## src/rtl/result_serializer_pkg.sv

```systemverilog
// Shared types and constants for the result serializer: FSM state encoding,
// default MISR tap mask, and an elaboration-time log2 helper.
package result_serializer_pkg;

   typedef enum logic {
      IDLE  = 1'b0,
      SHIFT = 1'b1
   } state_t;

   localparam int          DEFAULT_WIDTH = 31;
   localparam logic [30:0] DEFAULT_POLY  = 31'h4800_0000;  // taps 30 and 27

   // Smallest r with 2**r >= n; used to check that the shift counter is wide enough.
   function automatic int clog2(input int n);
      int r;
      r = 0;
      while ((1 << r) < n) r++;
      return r;
   endfunction

endpackage

```

## src/rtl/result_serializer_misr.sv

```systemverilog
// Multiple-input signature register: folds one WIDTH-bit result per enabled
// cycle into a Galois-free (external-XOR) LFSR signature.
module misr_reg
   import result_serializer_pkg::*;
#(
   parameter int               WIDTH = DEFAULT_WIDTH,
   parameter logic [WIDTH-1:0] POLY  = WIDTH'(DEFAULT_POLY)
) (
   input  logic             clk,
   input  logic             rst,
   input  logic             clr,
   input  logic             en,
   input  logic [WIDTH-1:0] res,
   output logic [WIDTH-1:0] sig
);

   logic fb;

   assign fb = ^(sig & POLY);

   // NOTE: sequential state uses non-blocking assignments so every register
   // samples the pre-edge values of its neighbours.
   always_ff @(posedge clk) begin
      if (rst)
         sig <= '0;
      else if (clr)
         sig <= '0;
      else if (en)
         sig <= {sig[WIDTH-2:0], fb} ^ res;
   end

endmodule

```

## src/rtl/result_serializer.sv

```systemverilog
// Folds compressor results into a MISR and, on request, shifts a snapshot of
// the signature out MSB-first on a single serial pin.
module result_serializer
   import result_serializer_pkg::*;
#(
   parameter int               WIDTH = DEFAULT_WIDTH,
   parameter logic [WIDTH-1:0] POLY  = WIDTH'(DEFAULT_POLY),
   parameter int               CNT_W = 5
) (
   input  logic             clk,
   input  logic             rst,
   input  logic             en,
   input  logic [WIDTH-1:0] res,
   input  logic             clr,
   input  logic             dump,
   output logic [WIDTH-1:0] sig,
   output logic             sout,
   output logic             sout_valid,
   output logic             sout_last,
   output logic             busy
);

   if (WIDTH < 2 || clog2(WIDTH) > CNT_W) begin : g_bad_cfg
      $error("result_serializer: WIDTH must be >= 2 and fit in CNT_W counter bits");
   end

   state_t             state_q, state_d;
   logic [WIDTH-1:0]   shadow_q;
   logic [CNT_W-1:0]   cnt_q;

   misr_reg #(
      .WIDTH (WIDTH),
      .POLY  (POLY)
   ) u_misr (
      .clk (clk),
      .rst (rst),
      .clr (clr),
      .en  (en),
      .res (res),
      .sig (sig)
   );

   always_ff @(posedge clk) begin
      if (rst)
         state_q <= IDLE;
      else
         state_q <= state_d;
   end

   // NOTE: every variable assigned in always_comb gets a default first, so no
   // path through the block can leave it unassigned and infer a latch.
   always_comb begin
      state_d = state_q;
      case (state_q)
         IDLE:    if (dump) state_d = SHIFT;
         SHIFT:   if (cnt_q == '0) state_d = IDLE;
         default: state_d = IDLE;
      endcase
   end

   always_comb begin
      sout       = 1'b0;
      sout_valid = 1'b0;
      sout_last  = 1'b0;
      busy       = 1'b0;
      if (state_q == SHIFT) begin
         sout       = shadow_q[WIDTH-1];
         sout_valid = 1'b1;
         sout_last  = (cnt_q == '0);
         busy       = 1'b1;
      end
   end

   // The snapshot takes sig before this edge's clr/en, so the readout never
   // includes the result sampled alongside dump.
   // NOTE: the shadow is a plain datapath register, reset so the debug view
   // and serial path are deterministic after rst.
   always_ff @(posedge clk) begin
      if (rst) begin
         shadow_q <= '0;
         cnt_q    <= '0;
      end else begin
         case (state_q)
            IDLE: begin
               if (dump) begin
                  shadow_q <= sig;
                  cnt_q    <= CNT_W'(WIDTH - 1);
               end
            end
            SHIFT: begin
               if (cnt_q != '0) begin
                  shadow_q <= shadow_q << 1;
                  cnt_q    <= cnt_q - 1'b1;
               end
            end
            default: ;
         endcase
      end
   end

endmodule

```

## config.mk

```make
export PLATFORM = sky130hd
export DESIGN_NAME = result_serializer
export DESIGN_NICKNAME = d
export VERILOG_FILES = /design/src/rtl/result_serializer_pkg.sv /design/src/rtl/result_serializer_misr.sv /design/src/rtl/result_serializer.sv
export SDC_FILE = /design/constraint.sdc
export NUM_CORES = 1
export LEC_CHECK = 0
export CELL_PAD_IN_SITES_DETAIL_PLACEMENT = 1
export CELL_PAD_IN_SITES_GLOBAL_PLACEMENT = 1
export CORE_UTILIZATION = 42
export CTS_CLUSTER_SIZE = 30
export DETAILED_ROUTE_END_ITERATION = 10
export PLACE_DENSITY = 0.95
export SLEW_MARGIN = 40
export SYNTH_ARGS = -nofsm -noshare
export SYNTH_HDL_FRONTEND = slang
export SYNTH_SLANG_ARGS = --single-unit
export TNS_END_PERCENT = 1
```

## constraint.sdc

```tcl
create_clock -name clk -period 5 [get_ports clk]
set_input_delay 0.5 -clock clk [delete_from_list [all_inputs] [get_ports clk]]
set_output_delay 0.5 -clock clk [all_outputs]
set_load 0.02 [all_outputs]
```

# Word level (Yosys, flattened, before mapping)
# Cells that the tools add are included.
# classes
reduce_logical	5
bitwise	2
n_addsub	1
n_mux	12
n_eq_ne	2
# op_table
cell	count
$mux W31	2
$pmux W31 S2	1
$reduce_xor A31 Y1	1
$xor A31 B31 Y31	1
$mux W5	2
$pmux W5 S2	1
$logic_not A5 Y1	1
$mux W1	5
$reduce_bool A5 Y1	1
$sub A5 B1 Y5 const B	1
$ne A2 B1 Y1 const B	1
$ne A2 B2 Y1 const B	1
$pmux W1 S2	1
$reduce_and A2 Y1	1
$reduce_or A2 Y1	1
$not A1 Y1	1
# totals
out_inout_bits	35
regBits	68
elab_cells	26
in_bits	36

# Logic depth before layout (Yosys ltp)
# Gate-level depths: netlist of run 1.
# depth
word_depth	3
depth_mapped	6
ltp_nobuf	5

# Modules after synthesis
# From an unflattened synthesis of run 1, not the netlist that was laid out.
# hier_totals
hier_cells	348
area_unflattened_um2	3515.9
# modules_own_cells
mod	instances	cells_per_inst	seq_area_each_um2	area_each_um2
result_serializer	1	212	740.7	2023.2
misr_reg	1	136	620.6	1492.7

# Worst setup path after synthesis of run 1
# No wires, ideal clock.
# synth_timing
path_type	register to output
startpoint	reg state_q
endpoint	out sout_last
setup_slack_ns	2.893
path_buffers	1
stages_incl_launch_ff	4
required_time_ns	4.500
t_arrival_ns	1.607
path_cell_list	dfxtp_1 -> buf_2 -> or4bb_2 -> nor2_1
# synth_between
elab_chain_cells	1
# synth_rtl
element	line_no	rtl
start, declared	result_serializer.sv:27	state_t state_q, state_d;
start signal, assigned	result_serializer.sv:47	state_q <= state_d;
$mux W1	result_serializer.sv:66	if (state_q == SHIFT) begin
end, declared	result_serializer.sv:19	output logic sout_last,
# Every way passes these cells.

# Worst setup path after layout of run 1
# Same ends and word-level chain as after synthesis.

==> flow_summary.toml, run 1 <==
[synthesis]
synthMuxAreaShare_pct = 8.72
syn_nets = 385
ys_seq_area_share_pct = 40.9
synth_top_family_by_area = "compound AO/OA/AOI/OAI gates"
synthAdderAreaFrac_pct = 0.376
synth_compound_area_share_pct = 22.7
synth-xor-area-share_pct = 8.61
synthSimpleGateAreaFrac_pct = 13.5
yosysWarnings = 0
syn_inst = 348
syn_area_um2 = 3330
syn_area_per_cell_um2 = 9.56
yosysUniqueCellTypes = 31
ys_ff_latch = 68

[layout]
utilization_pct = 54.6
fin_nets = 435
final_cell_count_no_fill = 504
final_common_cell = "a211oi_1"
layout_common_cells = "a211oi_1, clkdlybuf4s50_1, dfxtp_1"
syn_to_final_growth_pct = 26.1
diodes = 0
final_layout_size_suffix_gt1_share_pct = 6.47

[route]
drc = 0
wl_mm = 8.31
ant_nets = 0
vias_per_cell = 5.58
drtIter0Drc = 76
wl_per_cell_um = 16.5
dr.pass1.iters = 4
num_vias = 2813

[timing]
setup_viol = 0
max-slew-margin-rel_pct = 50.4
tightest_slew_ps = 744
hold_viol_final = 0
final.setup.tns_ps = 0
finalCritPeriodShare_pct = 64.9
max_freq_mhz = 308
timing.hold.ws_ps = 511
maxSlewViolCount = 0
layout_setup_ws_ps = 1750
finalCriticalPeriod_ps = 3250
rsz0062_at_grt = "false"
clock_skew_ps = 8.22

[setup_path]
cp-endpoint = "sout_last"
critPathArrivalTime_ps = 2750
r2r-start = "cnt_q[0]$_SDFFE_PP0P_"
critPathMaxFanout = 75
worst-r2r-cell-count = 6
r2r_end = "shadow_q[5]$_SDFFE_PP0P_"
crit_type = "reg2out"
startpoint = "state_q$_SDFF_PP0_"
crit_path_start_kind = "flip-flop"
endpoint_kind = "output port"
worst-endpoint-required_ps = 4500
r2r_setup_slack_ps = 2990

[global_route]
grt_start_max_net_pins = 76
antenna_found_initial = 0
grt_pass1_vias = 2845
grt_pass1_wl_mm = 13.9
grt_util_all_layers_pct = 21.1
overflow = 0

[die]
coreArea_um2 = 7690
dieWidth_um = 91.0
fp.dieH_um = 91.0
start_util_pct = 43.3
io_pins = 71
rows = 32
die_area_um2 = 8280

[cts]
cts_resized = 0
clockBufferDepth = 2
path_clk_slew_ps = 70
holdBufCountCts = 0
cts-root-buf = "clkbuf_8"
cts-htree-levels = 3
cts_buffers = 9
clk-insertion-delay-late_ps = 340
cts_tree = "built"
cts_sinks = 68
postCtsSetupRepairBufs = 0

[power_and_ir_drop]
power.density_nw_per_um2 = 320
p_leak_uw = 0.00139
ir_drop_uv = 123

[run_status]
status = "finished clean"

[place]
hpwl_mm = 5.22
place.gp.congestion = 0.692
io_buffers = 70
dp_slack_ps = 2120
placedCellCount = 489

[min_path]
hp-class = "reg2reg"

[flow_run]
cap_violations = 0
cells in the mapped netlist, drive strengths merged:
library cell / n / area [um^2]
dfxtp: 68 / 1360
o21ba: 1 / 10.0
nor2: 34 / 128
and2: 1 / 6.26
nand3: 2 / 10.0
and3: 1 / 11.3
a22oi: 1 / 7.51
nor2b: 31 / 194
a21oi: 6 / 30.0
xor3: 1 / 23.8
or2: 1 / 6.26
nor3: 1 / 5.00
nand2: 5 / 18.8
inv: 2 / 7.51
nor4b: 1 / 23.8
clkbuf: 22 / 82.6
nor4: 1 / 6.26
a311oi: 3 / 26.3
mux2i: 29 / 290
or4bb: 1 / 12.5
a211oi: 90 / 681
xnor2: 30 / 263
nand4b: 1 / 8.76
or4b: 2 / 20.0
buf: 12 / 82.6
ha: 1 / 12.5
flip-flops by register name (all words and copies together), names as in the netlist:
| name | cells |
|---|---|
| cnt_q | 5 |
| shadow_q | 31 |
| state_q | 1 |
| u_misr.sig | 31 |
metal layers:
| metal | global-route usage [%] | vias to the layer above | wire length, um |
|---|---|---|---|
| met5 | 0 | - | 0 |
| met4 | 8.20 | 0 | 133 |
| met3 | 3.35 | 11 | 239 |
| met2 | 39.0 | 50 | 4340 |
| met1 | 24.1 | 1389 | 3600 |
| li1 | - | 1363 | - |
through the flow:
step / power, uW / cell area (um^2)
5_1_grt: 1410 / 4200
4_1_cts: 1360 / 4200
3_5_place_dp: 924 / 4010
6_report: 1340 / 4200
2_1_floorplan: 836 / 3330
3_3_place_gp: 907 / 4010
power breakdown:
part / internal (uW) / leakage, uW / total, uW / switching [uW]
sequential: 582 / 0.000559 / 620 / 38.4
combinational: 144 / 0.000737 / 295 / 150
clock: 231 / 0.0000986 / 428 / 197
final cells by class:
| class | count | area, um^2 |
|---|---|---|
| clock buffers | 14 | 183 |
| clock inverters | 1 | 5.00 |
| fillers | 884 | 3490 |
| inverters | 2 | 7.51 |
| multi-input cells | 244 | 1790 |
| flip-flops and latches | 68 | 1360 |
| well taps | 102 | 128 |
| repair buffers | 73 | 718 |
how the worst min path moves through the flow:
stage	from	endpoint	slack, ps	cells past startpoint
2_1_floorplan	shadow_q[0]$_SDFFE_PP0P_	shadow_q[0]$_SDFFE_PP0P_	460	2
3_3_place_gp	shadow_q[0]$_SDFFE_PP0P_	shadow_q[0]$_SDFFE_PP0P_	480	2
3_5_place_dp	shadow_q[0]$_SDFFE_PP0P_	shadow_q[0]$_SDFFE_PP0P_	500	2
4_1_cts	shadow_q[0]$_SDFFE_PP0P_	shadow_q[0]$_SDFFE_PP0P_	520	2
5_1_grt	shadow_q[1]$_SDFFE_PP0P_	shadow_q[1]$_SDFFE_PP0P_	550	2
6_report	shadow_q[29]$_SDFFE_PP0P_	shadow_q[30]$_SDFFE_PP0P_	510	2
kinds of logic (layout without fill, tap and decap cells):
logic type,Yosys count,in the layout
buffers and inverters,36,90
muxes,29,29
and+or+nand+nor,82,82
adders and majority gates,1,1
xor gates and xnor gates,31,31
DFF,68,68
AOI/OAI and AO/OA,101,101
worst max-delay path, stage by stage, from the launching register on:
cell	delay (ps)
dfxtp_2	310
buf_4	570
or4bb_2	700
nor2_1	180
clkdlybuf4s50_1	630
Note: power is estimated with default switching activity, not from simulation.
==> run 2: changes to the inputs <==
--- a/config.mk
+++ b/config.mk
@@ -7,10 +7,10 @@
 export LEC_CHECK = 0
 export CELL_PAD_IN_SITES_DETAIL_PLACEMENT = 1
 export CELL_PAD_IN_SITES_GLOBAL_PLACEMENT = 1
-export CORE_UTILIZATION = 42
+export CORE_UTILIZATION = 35
 export CTS_CLUSTER_SIZE = 30
 export DETAILED_ROUTE_END_ITERATION = 10
-export PLACE_DENSITY = 0.95
+export PLACE_DENSITY = 0.87
 export SLEW_MARGIN = 40
 export SYNTH_ARGS = -nofsm -noshare
 export SYNTH_HDL_FRONTEND = slang
==> constraint.sdc (replaced) <==
create_clock -name clk -period 2.8 [get_ports clk]
set_input_delay 0.28 -clock clk [delete_from_list [all_inputs] [get_ports clk]]
set_output_delay 0.28 -clock clk [all_outputs]
set_load 0.02 [all_outputs]
==> flow_summary.toml, run 2 (synthesis gave the netlist of run 1 again) <==
[place]
placedCellCount = 517
io_buffers = 70
dp_slack_ps = 531
place.gp.congestion = 0.681
hpwl_mm = 5.11

[die]
start_util_pct = 36.0
dieWidth_um = 99.5
fp.dieH_um = 99.5
coreArea_um2 = 9240
io_pins = 71
die_area_um2 = 9900
rows = 35

[cts]
clk-insertion-delay-late_ps = 330
cts_buffers = 9
path_clk_slew_ps = 70
cts_tree = "built"
holdBufCountCts = 0
cts_resized = 0
cts_sinks = 68
postCtsSetupRepairBufs = 0
clockBufferDepth = 2
cts-root-buf = "clkbuf_8"
cts-htree-levels = 3

[layout]
syn_to_final_growth_pct = 26.9
layout_common_cells = "a211oi_1, clkdlybuf4s50_1, dfxtp_1"
final_cell_count_no_fill = 531
diodes = 0
fillerInstances = 1053
fin_nets = 436
final_common_cell = "a211oi_1"
reg_top3 = "shadow_q: 31 flops, u_misr.sig: 31 flops, cnt_q: 5 flops"
final_layout_size_suffix_gt1_share_pct = 6.72

[min_path]
hold_depth = 4
hp-class = "in2reg"
worstHoldStart = "dump"
holdPathEnd = "cnt_q[4]$_SDFFE_PP0P_"

[global_route]
antenna_found_initial = 0
grt_start_max_net_pins = 75
grt_pass1_wl_mm = 13.4
grt_pass1_vias = 2784
overflow = 0
grt_util_all_layers_pct = 16.9

[setup_path]
crit_type = "reg2out"
crit_path_top_delay_cell = "clkdlybuf4s50_1"
worst-r2r-cell-count = 4
r2r_setup_slack_ps = 910
critPathMaxFanout = 5
worst-endpoint-required_ps = 2520
endpoint_kind = "output port"
r2r-start = "state_q$_SDFF_PP0_"
r2r_end = "cnt_q[3]$_SDFFE_PP0P_"
cpPeakStageDelay_ps = 620
critPathArrivalTime_ps = 2330
crit_path_start_kind = "flip-flop"
path_cells = "inv_1 > ha_1 > or4bb_2 > nor2_1 > clkdlybuf4s50_1"
startpoint = "cnt_q[0]$_SDFFE_PP0P_"

[route]
wl_mm = 7.83
ant_nets = 0
vias_per_cell = 5.16
wl_per_cell_um = 14.7
drtIter0Drc = 66
dr.pass1.iters = 4
num_vias = 2741
drc = 0

[timing]
final.setup.tns_ps = 0
finalCritPeriodShare_pct = 93.2
hold_viol_final = 0
finalCriticalPeriod_ps = 2610
setup_viol = 0
max_freq_mhz = 383
clock_skew_ps = 8.93
rsz0062_at_grt = "false"
max-slew-margin-rel_pct = 51.4
tightest_slew_ps = 730
layout_setup_ws_ps = 190
maxSlewViolCount = 0

[power_and_ir_drop]
p_leak_uw = 0.00139
ir_drop_uv = 231
power.density_nw_per_um2 = 556

[flow_run]
cap_violations = 0

[run_status]
status = "finished clean"
## run 2: changes by cell type in the layout (fill, tap and decap cells not counted)
cell / previous run / this run
buf_2: 0 / 1
clkinv_2: 1 / 2
clkbuf_8: 13 / 12
clkbuf_1: 1 / 0
## run 2: critical path: cells and delay by family, from the launching register on
kind | cells | cell delay, ps
buffers and inverters | 2 | 720
flip-flops | 1 | 320
adder cells (fa/ha/maj) | 1 | 240
AND/OR/NAND/NOR | 2 | 710
## run 2: metrics by stage
stage                     hold WS, ps  total power [uW]  utilization (%)  cell area [um^2]
after floorplan                   457              1490                -              3330
after global placement            473              1620             43.8              4050
after detailed placement          482              1650             43.8              4050
after CTS                         471              2390             45.7              4220
after global routing              507              2480             45.7              4220
final                             485              2350             45.7              4220
## run 2: how the worst max path moves through the flow
| stage | depth (start not counted) | slack, ps | end |
|---|---|---|---|
| floorplan | 3 | 910 | sout_last |
| global placement | 5 | 590 | sout_last |
| detailed placement | 5 | 530 | sout_last |
| CTS | 5 | 150 | sout_last |
| global route | 5 | 70 | sout_last |
| finish | 5 | 190 | sout_last |
## run 2: layer usage
layer / share of wire, % / up-vias / GRT usage, %
li1: - / 1370 / -
met1: 44 / 1311 / 19.6
met2: 51 / 54 / 30.4
met3: 3.2 / 6 / 3.30
met4: 1.2 / 0 / 6.90
met5: 0 / - / 0
## run 2: final cells by class
class,instances,area [um^2],share of cell area [%]
Clock buffer,12,165,3.91
Sequential cell,68,1360,32.3
Clock inverter,2,10.0,0.237
Timing Repair Buffer,74,723,17.1
Tap cell,129,161,3.82
Inverter,2,7.51,0.178
Multi-Input combinational cell,244,1790,42.5
## run 2: where the power goes
group	leakage (uW)	internal [uW]	switching [uW]
registers	0.000559	1040	66.0
logic	0.000741	258	258
clock network	0.0000941	382	347
total	0.00139	1680	671
